`config.mk`:
```
export PLATFORM = sky130hd
export DESIGN_NAME = fetch_queue_flat
export DESIGN_NICKNAME = d
export VERILOG_FILES = /design/src/rtl/fetch_queue_if.sv /design/src/rtl/fetch_queue.sv /design/src/flat_wrapper.sv
export SDC_FILE = /design/constraint.sdc
export NUM_CORES = 1
export LEC_CHECK = 0
export CORE_ASPECT_RATIO = 0.5
export CORE_MARGIN = 10
export CORE_UTILIZATION = 49
export DETAILED_ROUTE_END_ITERATION = 7
export GPL_TIMING_DRIVEN = 0
export PLACE_DENSITY = 0.84
export SLEW_MARGIN = 40
export SYNTH_ARGS = -nofsm -noshare
export SYNTH_HDL_FRONTEND = slang
export SYNTH_SLANG_ARGS = --single-unit
```
`constraint.sdc`:
```
create_clock -name clk -period 2.03 [get_ports clk]
set_input_delay 0.406 -clock clk [delete_from_list [all_inputs] [get_ports clk]]
set_output_delay 0.406 -clock clk [all_outputs]
set_load 0.005 [all_outputs]
```
`src/rtl/fetch_queue_if.sv`:
```
// Handshake bundle for fetch_queue: instruction-memory read port plus the decode-side valid/ready port.
interface fetch_queue_if #(
  parameter int AW = 8,
  parameter int DW = 8
);
  logic          imem_req;
  logic [AW-1:0] imem_addr;
  logic          imem_rvalid;
  logic [DW-1:0] imem_rdata;
  logic          out_valid;
  logic          out_ready;
  logic [DW-1:0] out_instr;
  logic [AW-1:0] out_pc;

  modport master (
    output imem_req, imem_addr, out_valid, out_instr, out_pc,
    input  imem_rvalid, imem_rdata, out_ready
  );

  modport slave (
    input  imem_req, imem_addr, out_valid, out_instr, out_pc,
    output imem_rvalid, imem_rdata, out_ready
  );
endinterface

```
`src/rtl/fetch_queue.sv`:
```
// Instruction prefetch queue: sequential imem reads buffered with their PCs, flushed on a taken branch.
// Define FETCH_QUEUE_BYPASS_EN to forward a returning word straight to decode when the queue is empty.
module fetch_queue #(
  parameter int            DEPTH    = 4,
  parameter int            AW       = 8,
  parameter int            DW       = 8,
  parameter logic [AW-1:0] PC_RESET = '0
) (
  input  logic                   clk,
  input  logic                   reset,
  input  logic                   redirect,
  input  logic [AW-1:0]          redirect_pc,
  fetch_queue_if.master          bus,
  output logic [$clog2(DEPTH):0] count
);
  localparam int PW = $clog2(DEPTH);
  localparam int CW = PW + 1;

  logic [DW-1:0] instr_mem [DEPTH];
  logic [AW-1:0] pc_mem    [DEPTH];
  logic [PW-1:0] wr_ptr;
  logic [PW-1:0] rd_ptr;
  logic [AW-1:0] fetch_pc;
  logic [AW-1:0] inflight_pc;
  logic          inflight;
  logic          reset_q;

  logic          req;
  logic          push;
  logic          pop;
  logic          bypass;
  logic          write;
  logic          head_valid;
  logic [DW-1:0] head_instr;
  logic [AW-1:0] head_pc;

  // Credit check counts the in-flight read, so a returning word always has a free slot.
  assign req  = !reset && !reset_q && !redirect && ((count + CW'(inflight)) < CW'(DEPTH));
  assign push = bus.imem_rvalid && inflight && !redirect && !reset;

`ifdef FETCH_QUEUE_BYPASS_EN
  assign bypass = push && (count == '0);
`else
  assign bypass = 1'b0;
`endif

  always_comb begin
    head_valid = 1'b0;
    head_instr = '0;
    head_pc    = '0;
    if (!reset) begin
      if (count != '0) begin
        head_valid = 1'b1;
        head_instr = instr_mem[rd_ptr];
        head_pc    = pc_mem[rd_ptr];
      end else if (bypass) begin
        head_valid = 1'b1;
        head_instr = bus.imem_rdata;
        head_pc    = inflight_pc;
      end
    end
  end

  // A bypassed word taken by decode never occupies a slot.
  assign pop   = (count != '0) && bus.out_ready && !reset;
  assign write = push && !(bypass && bus.out_ready);

  assign bus.imem_req  = req;
  assign bus.imem_addr = fetch_pc;
  assign bus.out_valid = head_valid;
  assign bus.out_instr = head_instr;
  assign bus.out_pc    = head_pc;

  always_ff @(posedge clk) begin
    if (reset) begin
      reset_q     <= 1'b1;
      count       <= '0;
      wr_ptr      <= '0;
      rd_ptr      <= '0;
      inflight    <= 1'b0;
      inflight_pc <= '0;
      fetch_pc    <= PC_RESET;
    end else begin
      reset_q <= 1'b0;
      if (redirect) begin
        count    <= '0;
        wr_ptr   <= '0;
        rd_ptr   <= '0;
        inflight <= 1'b0;
        fetch_pc <= redirect_pc;
      end else begin
        inflight <= req;
        if (req) begin
          inflight_pc <= fetch_pc;
          fetch_pc    <= fetch_pc + AW'(1);
        end
        if (write) wr_ptr <= wr_ptr + PW'(1);
        if (pop)   rd_ptr <= rd_ptr + PW'(1);
        count <= count + CW'(write) - CW'(pop);
      end
    end
  end

  always_ff @(posedge clk) begin
    if (write) begin
      instr_mem[wr_ptr] <= bus.imem_rdata;
      pc_mem[wr_ptr]    <= inflight_pc;
    end
  end

  always_ff @(posedge clk) begin
    if (!reset) assert (!(push && (count == CW'(DEPTH))));
  end
endmodule
```
`src/flat_wrapper.sv`:
```
// flat-port wrapper written by rule: the top's interface ports become plain ports
module fetch_queue_flat 
#(
  parameter int            DEPTH    = 4,
  parameter int            AW       = 8,
  parameter int            DW       = 8,
  parameter logic [AW-1:0] PC_RESET = '0
)
  (clk, reset, redirect, redirect_pc, count, bus_imem_req, bus_imem_addr, bus_out_valid, bus_out_instr, bus_out_pc, bus_imem_rvalid, bus_imem_rdata, bus_out_ready);
  fetch_queue_if #(.AW(AW), .DW(DW)) bus_i ();
  input  logic clk;
  input  logic reset;
  input  logic redirect;
  input  logic [AW-1:0] redirect_pc;
  output logic [$clog2(DEPTH):0] count;
  output wire logic [$bits(bus_i.imem_req)-1:0] bus_imem_req;
  output wire logic [$bits(bus_i.imem_addr)-1:0] bus_imem_addr;
  output wire logic [$bits(bus_i.out_valid)-1:0] bus_out_valid;
  output wire logic [$bits(bus_i.out_instr)-1:0] bus_out_instr;
  output wire logic [$bits(bus_i.out_pc)-1:0] bus_out_pc;
  input wire logic [$bits(bus_i.imem_rvalid)-1:0] bus_imem_rvalid;
  input wire logic [$bits(bus_i.imem_rdata)-1:0] bus_imem_rdata;
  input wire logic [$bits(bus_i.out_ready)-1:0] bus_out_ready;
  assign bus_imem_req = bus_i.imem_req;
  assign bus_imem_addr = bus_i.imem_addr;
  assign bus_out_valid = bus_i.out_valid;
  assign bus_out_instr = bus_i.out_instr;
  assign bus_out_pc = bus_i.out_pc;
  assign bus_i.imem_rvalid = bus_imem_rvalid;
  assign bus_i.imem_rdata = bus_imem_rdata;
  assign bus_i.out_ready = bus_out_ready;
  fetch_queue #(.DEPTH(DEPTH), .AW(AW), .DW(DW), .PC_RESET(PC_RESET)) u_core (.clk(clk), .reset(reset), .redirect(redirect), .redirect_pc(redirect_pc), .bus(bus_i), .count(count));
endmodule
```
==> impl_metrics.py <==
metrics = {
    "worst_setup_path": {
        "critPathKind": "register to primary output",
        "crit_arrival_ps": 1730,
        "required_ps": 1620,
        "cp-end-kind": "primary output",
        "critical_path.max_fanout": 5,
        "worst_setup_path_start_kind": "register",
    },
    "routing": {
        "ant_nets": 0,
        "dr.pass1.iters": 5,
        "drt_iter0_markers": 171,
        "via_per_inst": 5.442,
        "vias": 2329,
        "drt_wl_total_mm": 8.140,
        "avgRoutedWirePerCell_um": 19.02,
        "drc": 0,
    },
    "synthesis": {
        "synth_warnings": 0,
        "ys_types": 41,
        "syn-cell-area_sq_um": 3714,
        "synth-edff-count": 64,
        "synth_ff_type": "edfxtp_1",
        "synth-seq-cells": 91,
        "synth.avg_cell_area_sq_um": 14.68,
        "syn-num-nets": 282,
        "netlist_instances": 253,
        "yosysSeqAreaShare_pct": 66.31,
        "async_flop_share_pct": 0,
    },
    "floorplanning": {
        "dieArea_sq_um": 11670,
        "num_rows": 22,
        "die_h_um": 81.56,
        "initial_utilization_pct": 50.53,
        "io-pin-count": 50,
        "die_w_um": 143.1,
        "core_sq_um": 7350,
    },
    "outcome": {
        "status": "finished with violations",
        "violations": "negative setup slack",
    },
    "global_routing": {
        "grt_pass1_vias": 2438,
        "grt_max_degree": 17,
        "grt_use_total_pct": 14.22,
        "gr-total-overflow": 0,
        "grt_pass1_wl_mm": 12.56,
        "antenna_found_initial": 0,
    },
    "cts": {
        "cts.sinks": 91,
        "root_buffer": "clkbuf_16",
        "tritoncts": "yes",
        "cts_made_buffers": 9,
        "clkTransAtPathRegs_ps": 70,
        "clock_latency_ps": 340,
        "cts.hold.buffers_added": 0,
        "clockBufferDepth": 2,
        "htree_levels": 3,
    },
    "timing": {
        "finalCriticalPeriod_ps": 2139,
        "fin_skew_ps": 6.248,
        "slew_viol_final": 0,
        "fmax_mhz": 467.6,
        "finalCritPeriodShare_pct": 105.3,
        "worst_pin_slew_ps": 446.1,
        "setup_viol": 17,
        "finalWorstSetupSlack_ps": -108.6,
        "hold_viol": 0,
        "maxSlewHeadroom_pct": 70.26,
        "rsz0062_at_grt": "yes",
    },
    "placement": {
        "place_ws_ps": -957.7,
        "port_buffers": 48,
        "routabilityCongestion": 0.8394,
        "dpl.hpwl_mm": 4.890,
        "place_inst": 397,
    },
    "final_layout": {
        "mostFrequentLayoutCell": "edfxtp_1",
        "final_cell_mix": "edfxtp_1 (64), clkdlybuf4s50_1 (28), dfxtp_1 (21), nand2_1 (20)",
        "area_delta_synth_final_pct": 32.78,
        "num_antenna_cells": 0,
        "multi_input_area_sq_um": 1232,
        "stdcell_count": 428,
        "fillers": 486,
        "drive_above_1_share_pct": 32.23,
        "nNetsFinal": 356,
        "regArea_sq_um": 2477,
    },
    "power": {
        "peakVddDrop_mv": 0.4246,
        "pwr_density_cell_nw_per_um2": 827.4,
        "p_leak_uw": 0.001756,
    },
    "job": {
        "maxCapViolations": 0,
    },
    "hold_path": {
        "holdCritPathClass": "input pin to register",
    },
}
## worst paths after layout
kind,slack (ps),end,start,depth (start not counted)
worst min register to register,500,u_core.inflight_pc[1],u_core.inflight_pc[1],2
worst min-delay path,360,u_core.reset_q,reset,1
worst max-delay path,-110,bus_out_instr[1],register,5
worst max register to register,20,u_core.count[2],u_core.count[2],9
## cells by family after synthesis
group	share of synthesized area, %
DFF	66.31
and+or+nand+nor	11.42
buffers and inverters	3.605
AOI/OAI and AO/OA	4.347
muxes	10.24
adders and majority gates	2.897
xor gates and xnor gates	1.179
## cell usage after synthesis, drive strengths merged (4+ instances only)
cell	number	area share, %
nand3b	4	0.81
nor2	12	1.2
and2	4	0.67
nand2	20	2.0
xnor2	5	1.2
buf	11	1.9
mux4	16	9.7
edfxtp	64	52
nor2b	17	2.9
nand3	4	0.54
dfxtp	27	15
ha	7	2.4
a21oi	10	1.3
inv	14	1.4
nor3	6	1.1
a31oi	4	0.67
## power by group
part | switching (uW) | leakage (uW) | total, uW | internal, uW
Sequential | 27.0 | 0.000777 | 2020 | 1990
Clock | 696 | 0.000171 | 1910 | 1210
Combinational | 67.6 | 0.000808 | 154 | 86.5
Total | 790 | 0.00176 | 4080 | 3290
## stage by stage
stage	hold slack, ps	utilization [%]	total power, uW	cell area [sq um]	TNS [ps]
finish	363.2	67.09	4080	4931	-1361
global route	357.9	67.09	4196	4931	-2356
CTS	349.8	65.83	4100	4838	-1367
detailed placement	486.9	58.84	2204	4324	-71790
global placement	473.2	58.84	2196	4324	-64460
floorplan	433.7	-	2114	3724	0
## cell type report
| cell class | count | share of cell area (%) |
|---|---|---|
| multi-input combinational | 134 | 24.99 |
| timing repair buffer | 66 | 11.77 |
| clock buffer | 9 | 4.567 |
| sequential | 91 | 50.24 |
| inverter | 14 | 1.116 |
| buffer | 11 | 2.411 |
| tap | 96 | 2.436 |
| clock inverter | 7 | 2.461 |
## what timing repair did
action / CTS / global route
gates cloned: 1 / 0
buffers inserted: 12 / 5
pin swaps: 5 / 6
hold endpoints to repair: 0 / 0
resized for setup: 109 / 12
endpoints found under the setup margin: 84 / 83
## per-layer routing
| metal | GRT usage, % | part of all wire, % |
|---|---|---|
| met5 | 0 | 0 |
| met1 | 15.18 | 40 |
| met4 | 6.748 | 1.7 |
| met3 | 4.836 | 7.2 |
| met2 | 25.50 | 51 |
## flip-flops by register name, summed over array words and instances (netlist names), named ones only
signal                flops
u_core.instr_mem         32
u_core.pc_mem            32
u_core.bus.imem_addr      8
u_core.inflight_pc        8
u_core.count              3
u_core.rd_ptr             2
u_core.wr_ptr             2
u_core.inflight           1
u_core.reset_q            1
## critical path: stages (launching register included)
cell,delay (ps)
dfxtp_2,350
buf_8,150
buf_12,130
mux4_2,500
nor2b_4,140
buf_2,120
Power figures use the tool's default switching activity.
==> patch 1: new RTL, config.mk and constraints unchanged <==
`DW` is set to 8 in 3 places; all go to 10.
--- a/src/rtl/fetch_queue_if.sv
+++ b/src/rtl/fetch_queue_if.sv
@@ -1,7 +1,7 @@
 // Handshake bundle for fetch_queue: instruction-memory read port plus the decode-side valid/ready port.
 interface fetch_queue_if #(
   parameter int AW = 8,
-  parameter int DW = 8
+  parameter int DW = 10
 );
   logic          imem_req;
   logic [AW-1:0] imem_addr;
--- a/src/rtl/fetch_queue.sv
+++ b/src/rtl/fetch_queue.sv
@@ -3,7 +3,7 @@
 module fetch_queue #(
   parameter int            DEPTH    = 4,
   parameter int            AW       = 8,
-  parameter int            DW       = 8,
+  parameter int            DW       = 10,
   parameter logic [AW-1:0] PC_RESET = '0
 ) (
   input  logic                   clk,
--- a/src/flat_wrapper.sv
+++ b/src/flat_wrapper.sv
@@ -3,7 +3,7 @@
 #(
   parameter int            DEPTH    = 4,
   parameter int            AW       = 8,
-  parameter int            DW       = 8,
+  parameter int            DW       = 10,
   parameter logic [AW-1:0] PC_RESET = '0
 )
   (clk, reset, redirect, redirect_pc, count, bus_imem_req, bus_imem_addr, bus_out_valid, bus_out_instr, bus_out_pc, bus_imem_rvalid, bus_imem_rdata, bus_out_ready);
Interface: changed (resized bus_imem_rdata and bus_out_instr); port bits go from 50 to 54. The function was not compared with the original's and may differ.
==> patch 1 against the unedited design <==
Setup slack worse by 0.070 ns. Highest routed layer unchanged. Total power up 4.8%. Area after synthesis up 7.6%. Sequential cell count up 8. Worst hold slack worse by 0.038 ns. The run still ends with negative setup slack left. Design area up 9.0%. Sequential power up 9%. Combinational power up 5%. Critical path type unchanged. Wire length up 6.0%.
==> patch 1: results (changes against the unedited design) <==
* WL met3 at 589 microns (+0.17%)
* Largest net degree at the start of global routing at 19 (+2)
* Fraction of the mapped netlist area in adder cells at 2.69% (-0.21 points)
* Post-synth EDFFs at 72 (+13%)
* Status: finished with violations
* Setup Buffers After CTS at 17 (+5)
* Drt total wl at 8630 microns (+6.0%)
* # port buffers at 53 (+10%)
* Placed insts at 423 (+6.5%)
* Synth cell types at 35 (-15%)
* Final setup skew at 0.00826 ns (+0.00201 ns)
* Regs by FF count: u_core.instr_mem x40, u_core.pc_mem x32
* Crit path to: bus_out_instr[0]
* Worst Path Arrival at 1.80 ns (+0.07 ns)
* Fillers at 529 (+8.8%)
* Final setup TNS at -2.30 ns (-0.938 ns)
* Xor/xnor cell area share of the yosys netlist at 0.876% (-0.30 points)
* Setup WS post-layout at -0.179 ns (-0.0705 ns)
* Layout cell share with drive strength beyond 1 at 33.5% (+1.3 points)
* Placement Cell Area at 4680 sq um (+8.2%)
* DR WL/cell at 18.7 microns (-1.6%)
* Pre-CTS setup slack at -0.935 ns (+0.0226 ns)
* DR vias/cell at 5.39 (-1.0%)
* Peak VDD IR at 481 uV (+13%)
* Failing checks: negative setup slack
* Post-Syn Nets at 289 (+2.5%)
* Nets at 375 (+5.3%)
* Seq/Total Area, Yosys at 67.6% (+1.3 points)
* Sw Share at 18.2% (-1.2 points)
* Final setup vio count at 18 (+1)
* Number of synthesized register bits at 99 (+8.8%)
* Reg-to-reg startpoint: u_core.count[1]
* Metal-1 WL at 3540 microns (+9.7%)
* Post-cts resize count at 99 (-9.2%)
* Max-slew headroom at 65.8% (-4.4 points)
* Post-Syn Instances at 258 (+2.0%)
* Initial DRC Count at 134 (-22%)
* Final hold slack at 0.325 ns (-0.0381 ns)
* GP Congestion at 0.823 (-2.0%)
patch 1: cell count changes after synthesis, sizes merged, moves of 3 or more:
cell and delta:
o311ai +4, nand2 +3, buf -3, nor2 -4, edfxtp +8, nor3 -3, and2b +10, inv -5
nor2b -7
patch 1: logic make-up after synthesis:
kind of cell    count (synthesis)
flops                          99
simple gates                   79
compound gates                 27
buf+inv                        22
mux                            19
fa+ha+maj                       8
xor+xnor                        4
patch 1: final cells by class:
cell class / count / area (sq um) / share of cell area, %
Buffer: 9 / 88.8 / 1.65
Clock inverter: 5 / 100 / 1.86
Sequential cell: 99 / 2720 / 50.5
Tap cell: 112 / 140 / 2.61
Multi-Input combinational cell: 137 / 1300 / 24.2
Clock buffer: 11 / 243 / 4.51
Timing Repair Buffer: 79 / 748 / 13.9
Inverter: 9 / 36.3 / 0.675
==> patch 2: new RTL, config.mk and constraints unchanged <==
Made on the original files. Make the reset (`reset`) asynchronous in one clocked block.
--- a/src/rtl/fetch_queue.sv
+++ b/src/rtl/fetch_queue.sv
@@ -71,7 +71,7 @@
   assign bus.out_instr = head_instr;
   assign bus.out_pc    = head_pc;
 
-  always_ff @(posedge clk) begin
+  always_ff @(posedge clk or posedge reset) begin
     if (reset) begin
       reset_q     <= 1'b1;
       count       <= '0;
Function: differs if reset is asserted again (counterexample within 4 cycles, from zero or initial values and one cycle with reset high); with reset held inactive, the same outputs for 10 cycles.
==> patch 2 against the unedited design <==
Via count decreased by 6.8%. Non-clock buffer count unchanged. Register-to-register slack got worse by 0.14 ns. Setup slack got worse by 0.10 ns. The flow still finishes with violations (negative setup slack). Sequential cell count decreased by 2. Global-route usage increased by 0.69 points. Area after synthesis about the same. Design area increased by 0.15%. Wire length decreased by 1.6%. Count of clock-buffer cells in the layout unchanged. Synthesized cell count decreased by 12%.
Power is not compared: it rests on default switching activity, and its combinational part moved more than twofold at a synthesized area within 25%.
==> patch 2: results (changes against the unedited design) <==
* Status: finished with violations
* Failing checks: negative setup slack
* Pre-antenna DRT Iters at 4 (-1)
* Number of synthesized register bits at 89 (-2.2%)
* Seq/Total Area, Yosys at 68.6% (+2.3 points)
* Synth cell count leaders: 64 x edfxtp_1, 24 x dfrtp_1, 18 x nor2b_1
* Hold Path Depth at 2 (+1)
* Crit-path max FO at 3 (-2)
* Detailed placement HPWL at 4920 microns (+0.55%)
* Final setup vio count at 17 (unchanged)
* All-Layer GR Usage at 14.9% (+0.69 points)
* Setup WS post-layout at -0.211 ns (-0.102 ns)
* Nets at 331 (-7.0%)
* GP Congestion at 0.766 (-8.7%)
* Vias in the first global route at 2382 (-2.3%)
* Synth cell types at 39 (-4.9%)
* Worst Path Arrival at 1.83 ns (+0.10 ns)
* Reg-to-reg startpoint: u_core.count[1]
* Reg2Reg Depth at 10 (+1)
* HP Start: redirect
* Initial DRC Count at 134 (-22%)
* Placement Cell Area at 4350 sq um (+0.61%)
* Ys async rst share at 28.1% (+28 points)
* DR WL/cell at 19.9 microns (+4.5%)
* First-pass GRT wire length at 13000 microns (+3.2%)
* Worst Hold End: u_core.count[0]
* Reg-to-reg slack, setup at -0.12 ns (-0.14 ns)
* Pre-CTS setup slack at -1.08 ns (-0.119 ns)
* Max-slew headroom at 44.6% (-26 points)
* Largest cells by area after synthesis: edfxtp_1 52%, dfrtp_1 16%, mux4_2 9.7%
* Layout cell share with drive strength beyond 1 at 37.1% (+4.9 points)
[patch 2: changes by cell type in the layout (fill, tap and decap cells not counted), moves of 6 or more]
cell and change:
dfxtp_1 -21, dfrtp_1 +20, nand2_1 -14, mux2_2 +10, a21oi_1 -9, inv_1 -6
[patch 2: power breakdown]
| group | total (mW) | switching, mW | internal [mW] |
|---|---|---|---|
| Clock | 1.76 | 0.681 | 1.07 |
| Combinational | 1.22 | 0.504 | 0.712 |
| Sequential | 2.35 | 0.176 | 2.17 |
| Total | 5.32 | 1.36 | 3.96 |
[patch 2: kinds of logic after synthesis]
kind of cell	count (synthesis)	synth area share (%)
flops	89	68.6
simple gates	55	8.35
mux	27	13.0
buf+inv	19	2.22
compound gates	16	3.17
fa+ha+maj	8	2.90
xor+xnor	7	1.65
other cells	1	0.101
[patch 2: stage by stage]
stage / std cells / hold WS (ns)
floorplan: 222 / 0.293
global placement: 366 / 0.490
detailed placement: 366 / 0.508
CTS: 401 / 0.337
global route: 403 / 0.356
finish: 403 / 0.344
[patch 2: final cells by class]
type | instances | area, sq um
plain buffers | 6 | 68.8
clock buffers | 9 | 225
clock inverters | 7 | 95.1
fillers | 482 | 2410
inverters | 10 | 41.3
multi-input cells | 114 | 1180
flip-flops and latches | 89 | 2550
well taps | 96 | 120
repair buffers | 71 | 647
repair inverters | 1 | 5.00
[patch 2: how the worst max path moves through the flow]
stage	from	to
floorplan	reset	u_core.count[2]
global placement	reset	u_core.count[2]
detailed placement	reset	u_core.count[2]
CTS	u_core.rd_ptr[0]	bus_out_instr[3]
global route	u_core.rd_ptr[0]	bus_out_pc[6]
finish	u_core.rd_ptr[0]	bus_out_instr[3]
[patch 2: critical path, stage by stage, from the launching register on]
cell	delay (ns)
dfrtp_2	0.45
buf_12	0.15
buf_16	0.12
buf_6	0.10
mux4_2	0.41
nor2b_4	0.14
buf_6	0.10
[patch 2: repair_timing]
item                                    in CTS  in global routing
gates resized for setup                     89                 21
setup buffers                               19                  4
cloned                                       2                  0
endpoints found under the setup margin      87                 20
pin swaps                                   10                  4
hold buffers                                 0                  0
[patch 2: per-layer routing]
metal	up-vias	global-route usage (%)	share of wire (%)
li1	998	-	-
met1	1096	16.9	41
met2	64	25.4	49
met3	13	5.99	7.5
met4	0	5.62	2.1
met5	-	0	0
